<file path="src/rtl/weight_serializer.sv">
// Weight serializer: buffers sign-magnitude weights in a small FIFO and streams
// them MSB-first (sign last) with the one-cycle enable lead the multiplier needs.
module weight_serializer #(
    parameter int DATA_WIDTH = 16,
    parameter int FIFO_DEPTH = 2
) (
    input  logic                  clk,
    input  logic                  reset,
    input  logic [DATA_WIDTH-1:0] w_data,
    input  logic                  w_valid,
    output logic                  w_ready,
    input  logic                  flush,
    output logic                  mult_enable,
    output logic                  weight_bit,
    output logic                  result_valid,
    output logic                  busy
);

    localparam int AW = $clog2(FIFO_DEPTH);
    localparam int CW = AW + 1;

    localparam logic [1:0] ST_IDLE  = 2'd0;
    localparam logic [1:0] ST_LEAD  = 2'd1;
    localparam logic [1:0] ST_SHIFT = 2'd2;

    localparam logic [3:0] LAST_BIT = 4'(DATA_WIDTH - 1);

    logic [1:0]            state_q, state_d;
    logic [3:0]            cnt_q, cnt_d;
    logic [DATA_WIDTH-1:0] shreg_q, shreg_d;
    logic                  rv_q, rv_d;
    logic [AW-1:0]         wr_ptr_q, wr_ptr_d;
    logic [AW-1:0]         rd_ptr_q, rd_ptr_d;
    logic [CW-1:0]         count_q, count_d;
    logic [DATA_WIDTH-1:0] mem_q [FIFO_DEPTH];

    logic                  fifo_empty;
    logic                  fifo_full;
    logic                  push;
    logic                  pop;
    logic [DATA_WIDTH-1:0] head;

    assign fifo_empty = (count_q == '0);
    assign fifo_full  = (count_q == CW'(FIFO_DEPTH));
    assign w_ready    = reset & ~fifo_full;
    assign push       = w_valid & w_ready & ~flush;
    assign head       = mem_q[rd_ptr_q];

    always_comb begin
        state_d = state_q;
        cnt_d   = cnt_q;
        shreg_d = shreg_q;
        rv_d    = 1'b0;
        pop     = 1'b0;
        case (state_q)
            ST_IDLE: begin
                if (!fifo_empty) state_d = ST_LEAD;
            end
            ST_LEAD: begin
                // Word is rotated so the sign falls out after the magnitude bits.
                pop     = 1'b1;
                shreg_d = {head[DATA_WIDTH-2:0], head[DATA_WIDTH-1]};
                cnt_d   = '0;
                state_d = ST_SHIFT;
            end
            ST_SHIFT: begin
                shreg_d = {shreg_q[DATA_WIDTH-2:0], 1'b0};
                cnt_d   = cnt_q + 4'd1;
                if (cnt_q == LAST_BIT) begin
                    rv_d = 1'b1;
                    if (!fifo_empty) begin
                        pop     = 1'b1;
                        shreg_d = {head[DATA_WIDTH-2:0], head[DATA_WIDTH-1]};
                        cnt_d   = '0;
                    end else begin
                        state_d = ST_IDLE;
                    end
                end
            end
            default: state_d = ST_IDLE;
        endcase
        if (flush) begin
            state_d = ST_IDLE;
            cnt_d   = '0;
            shreg_d = '0;
            rv_d    = 1'b0;
            pop     = 1'b0;
        end
    end

    always_comb begin
        wr_ptr_d = wr_ptr_q;
        rd_ptr_d = rd_ptr_q;
        count_d  = count_q;
        if (flush) begin
            wr_ptr_d = '0;
            rd_ptr_d = '0;
            count_d  = '0;
        end else begin
            if (push) wr_ptr_d = wr_ptr_q + 1'b1;
            if (pop)  rd_ptr_d = rd_ptr_q + 1'b1;
            case ({push, pop})
                2'b10:   count_d = count_q + CW'(1);
                2'b01:   count_d = count_q - CW'(1);
                default: count_d = count_q;
            endcase
        end
    end

    always_ff @(posedge clk or negedge reset) begin
        if (!reset) begin
            state_q  <= ST_IDLE;
            cnt_q    <= '0;
            shreg_q  <= '0;
            rv_q     <= 1'b0;
            wr_ptr_q <= '0;
            rd_ptr_q <= '0;
            count_q  <= '0;
        end else begin
            state_q  <= state_d;
            cnt_q    <= cnt_d;
            shreg_q  <= shreg_d;
            rv_q     <= rv_d;
            wr_ptr_q <= wr_ptr_d;
            rd_ptr_q <= rd_ptr_d;
            count_q  <= count_d;
        end
    end

    always_ff @(posedge clk) begin
        if (push) mem_q[wr_ptr_q] <= w_data;
    end

    // Enable leads each bit by one cycle, so the sign cycle only enables if another frame follows.
    assign mult_enable  = (state_q == ST_LEAD) |
                          ((state_q == ST_SHIFT) & ((cnt_q != LAST_BIT) | ~fifo_empty));
    assign weight_bit   = (state_q == ST_SHIFT) & shreg_q[DATA_WIDTH-1];
    assign result_valid = rv_q;
    assign busy         = (state_q != ST_IDLE) | ~fifo_empty;

endmodule

</file>
<file path="config.mk">
export PLATFORM = sky130hd
export DESIGN_NAME = weight_serializer
export DESIGN_NICKNAME = d
export VERILOG_FILES = /design/src/rtl/weight_serializer.sv
export SDC_FILE = /design/constraint.sdc
export NUM_CORES = 1
export LEC_CHECK = 0
export CAP_MARGIN = 20
export CORE_MARGIN = 3
export CORE_UTILIZATION = 50
export CTS_CLUSTER_SIZE = 30
export DETAILED_ROUTE_END_ITERATION = 10
export GPL_TIMING_DRIVEN = 0
export MAX_ROUTING_LAYER = met4
export PLACE_DENSITY = 0.71
export SYNTH_ARGS = -nofsm -noshare
export SYNTH_HDL_FRONTEND = slang
export SYNTH_SLANG_ARGS = --single-unit
export TNS_END_PERCENT = 5
</file>
<file path="constraint.sdc">
create_clock -name clk -period 5.3 [get_ports clk]
set_input_delay 0.795 -clock clk [delete_from_list [all_inputs] [get_ports clk]]
set_output_delay 0.795 -clock clk [all_outputs]
set_load 0.03 [all_outputs]
</file>
==> metrics.md <==
| Metric | Value |
|---|---|
| Status | `finished clean` |
| Worst Path Max Fanout | `22` |
| Die height | `78.4 um` |
| Seq/Total Area, Yosys | `62.5%` |
| Post-synthesis register bit count | `59` |
| CP cell instances | `clkdlybuf4s50_1 -> buf_16 -> and2_1 -> clkdlybuf4s50_1` |
| Post-Syn Area per Cell | `13.2 um2` |
| WL/cell | `15.6 um` |
| Critical Path End Type | `output pin` |
| H-tree depth | `3` |
| Area Overhead vs Synth | `20.5%` |
| Reg2Reg Setup Slack | `3.42 ns` |
| Fmax | `289 MHz` |
| P_leak | `1.31 nW` |
| Slowest CP cell | `clkdlybuf4s50_1` |
| Vias in the first global route | `1688` |
| Inserted Clock Buffers | `9` |
| HP Class | `reg -> reg` |
| Yosys warns | `0` |
| Post_cts resized | `0` |
| Final-stage net count | `260` |
| Delay-heaviest family, CP | `buffers and inverters` |
| Mapped Cells | `198` |
| Bufs and invs on worst path | `3` |
| Final WL | `4770 um` |
| Critical path destination | `w_ready` |
| Pwr Density | `352 nW/um2` |
| Clock Tree Buf Depth | `2` |
| Reg2reg start | `count_q[0]$_DFFE_PN0P_` |
| Reg-to-reg endpoint | `mem_q[1][14]$_DFFE_PP_` |
| Clk sinks | `59` |
| R2r worst-path depth | `4` |
| Slew at the pin closest to its max-slew limit | `0.562 ns` |
| Slowest stage delay, CP | `0.82 ns` |
| Type of origin of the critical path | `input port` |
| Worst setup path start | `reset` |
| CP required | `4.51 ns` |
| Via count | `1624` |
| Post-synthesis cell area | `2620 um2` |
| Synth unique cells | `38` |
| Max-slew headroom | `62.4%` |
| Hold Crit Start | `shreg_q[3]$_DFFE_PN0P_` |
| Tmin final | `3.45 ns` |
| Buffers on Ports | `23` |
| Starting DRT DRC Count | `104` |
| CP Data Arrival Time | `2.66 ns` |
| Syn_nets | `223` |
| DP Wirelength | `3360 um` |
| Via-to-Cell Ratio | `5.29` |
| Crit path top cell by count | `clkdlybuf4s50_1` |
| Die ar. | `6140 um2` |
| Setup Viol. Count Final | `0` |
| Layout cell share with drive strength beyond 1 | `20.0%` |
| Io pins | `25` |
| # Max-Cap Violations | `0` |
| Pin count of the biggest net entering global routing | `23` |
| Clock Tree Root | `clkbuf_8` |
| Setup tns final | `0 ns` |
| Util after Layout | `64.6%` |
| GRT Total Usage | `18.4%` |
| Share of the synthesized area in the top cell type | `36.7%` |
| Core ar. | `4880 um2` |
| Clk pin slew, worst setup/hold paths | `0.06 ns` |
| Post-CTS repair timing setup buffer count | `0` |
| CP Depth | `4` |
| Die width | `78.4 um` |
| First-pass GRT wire length | `8140 um` |
| Crit path kind | `in -> out` |
| GPL Wtd Cong | `0.813` |
| DRC | `0` |
| Max Slew Vio Count | `0` |
| Total grt overflow | `0` |
| DRT Pass-1 Iters | `5` |
| Clk_lat worst skew | `0.33 ns` |
| Final worst-path cycle share | `65.2%` |
| Endpoints failing hold | `0` |
| Diode count | `0` |
| Initial antenna violation count | `0` |
| Initial core utilization | `53.6%` |
| Routed Antenna Nets | `0` |
| Worst Skew | `0.00688 ns` |
| Post-CTS Hold Buffers | `0` |
| RSZ-0062 raised after global routing | `false` |
| Row count | `25` |
| CTS tree | `done` |
| Max VDD drop | `0.211 mV` |
| Dominant cell type by area after synthesis | `edfxtp_1` |
| Top post-synthesis cells by area | `edfxtp_1 (37%), dfrtp_1 (26%), mux2i_1 (7.3%)` |
-- power by group --
part / switching (W) / internal [W] / total, W
Clock: 0.000159 / 0.000180 / 0.000339
Combinational: 0.000119 / 0.000102 / 0.000221
Sequential: 0.0000239 / 0.000526 / 0.000550
-- cell families (layout without fill, tap and decap cells) --
family                     count (synthesis)  count (layout)  synth area share (%)
buffers and inverters                     12              54                  3.15
DFF                                       59              59                  62.5
xor gates and xnor gates                   3               3                  1.00
adders and majority gates                  5               5                  2.39
and+or+nand+nor                           56              56                  10.2
muxes                                     34              34                  13.7
AOI/OAI and AO/OA                         29              29                  6.98
-- synthesized netlist by cell type --
master and count:
a21oi_1 3, a21o_1 1, nor3_2 1, clkbuf_1 1
nand3_2 1, nand2b_1 3, nand2_1 25, o21ai_1 15
dfrtp_1 27, xnor2_1 1, o31ai_1 2, o31a_1 1
o21bai_1 1, a31oi_1 1, nor3b_1 1, buf_4 2
a22oi_1 1, xor2_1 2, nand4b_1 1, a22o_1 1
mux2_2 15, buf_2 5, mux2i_1 19, nor2_4 1
a221o_1 1, o21ai_2 1, edfxtp_1 32, nor2_1 11
o31ai_2 1, ha_1 5, inv_1 2, nor3_1 5
buf_6 1, or2_1 1, buf_12 1, nand3_1 2
and2_1 2, or2_2 2
-- state kept, by name, indices dropped and copies added, names as in the netlist --
name / flops
mem_q: 32
cnt_q: 4
rd_ptr_q: 1
state_q: 2
wr_ptr_q: 1
shreg_q: 16
result_valid: 1
count_q: 2
-- worst min-delay path by stage --
| stage | end | slack [ns] | depth (start not counted) |
|---|---|---|---|
| floorplan | shreg_q[15]$_DFFE_PN0P_ | 0.45 | 2 |
| global placement | shreg_q[2]$_DFFE_PN0P_ | 0.47 | 2 |
| detailed placement | shreg_q[3]$_DFFE_PN0P_ | 0.48 | 2 |
| CTS | shreg_q[3]$_DFFE_PN0P_ | 0.49 | 2 |
| global route | shreg_q[6]$_DFFE_PN0P_ | 0.52 | 2 |
| finish | shreg_q[3]$_DFFE_PN0P_ | 0.48 | 2 |
-- routing by layer --
layer / track usage (%) / share of wire [%]
met5: - / 0
met3: 5.39 / 4.7
met2: 29.1 / 51
met1: 21.9 / 43
met4: 8.39 / 1.7
-- final cells by class --
type	instances	area, um2
flip-flops and latches	59	1640
fillers	396	1730
multi-input cells	127	908
well taps	67	83.8
repair buffers	26	280
plain buffers	10	75.1
inverters	2	7.51
clock buffers	13	149
clock inverters	3	13.8
-- cell usage in the layout (no fill, tap or decap), drive strengths merged, types with 5 or more instances in the layout --
| cell type | Yosys | layout |
|---|---|---|
| edfxtp | 32 | 32 |
| dfrtp | 27 | 27 |
| nand2 | 25 | 25 |
| clkdlybuf4s50 | 0 | 23 |
| mux2i | 19 | 19 |
| o21ai | 16 | 16 |
| mux2 | 15 | 15 |
| clkbuf | 1 | 14 |
| nor2 | 12 | 12 |
| buf | 9 | 12 |
| nor3 | 6 | 6 |
| ha | 5 | 5 |
-- stage by stage --
| stage | worst slack [ns] | cell area (um2) | std cells | hold WS, ns | power [W] |
|---|---|---|---|---|---|
| 3_5_place_dp | 1.81 | 2990 | 291 | 0.477 | 0.000783 |
| 6_report | 1.85 | 3150 | 307 | 0.484 | 0.00111 |
| 2_1_floorplan | 2.49 | 2620 | 198 | 0.448 | 0.000706 |
| 3_3_place_gp | 0.301 | 2930 | 288 | 0.467 | 0.000765 |
| 4_1_cts | 1.80 | 3150 | 307 | 0.490 | 0.00112 |
| 5_1_grt | 1.71 | 3150 | 307 | 0.521 | 0.00118 |
-- worst reg2reg max path: stages (launching register included) --
cell and delay, ns:
dfrtp_1 0.45, nand2b_1 0.19, nand3_1 0.18, nor3b_2 0.52, buf_6 0.25
Note: power is estimated with default switching activity, not from simulation.
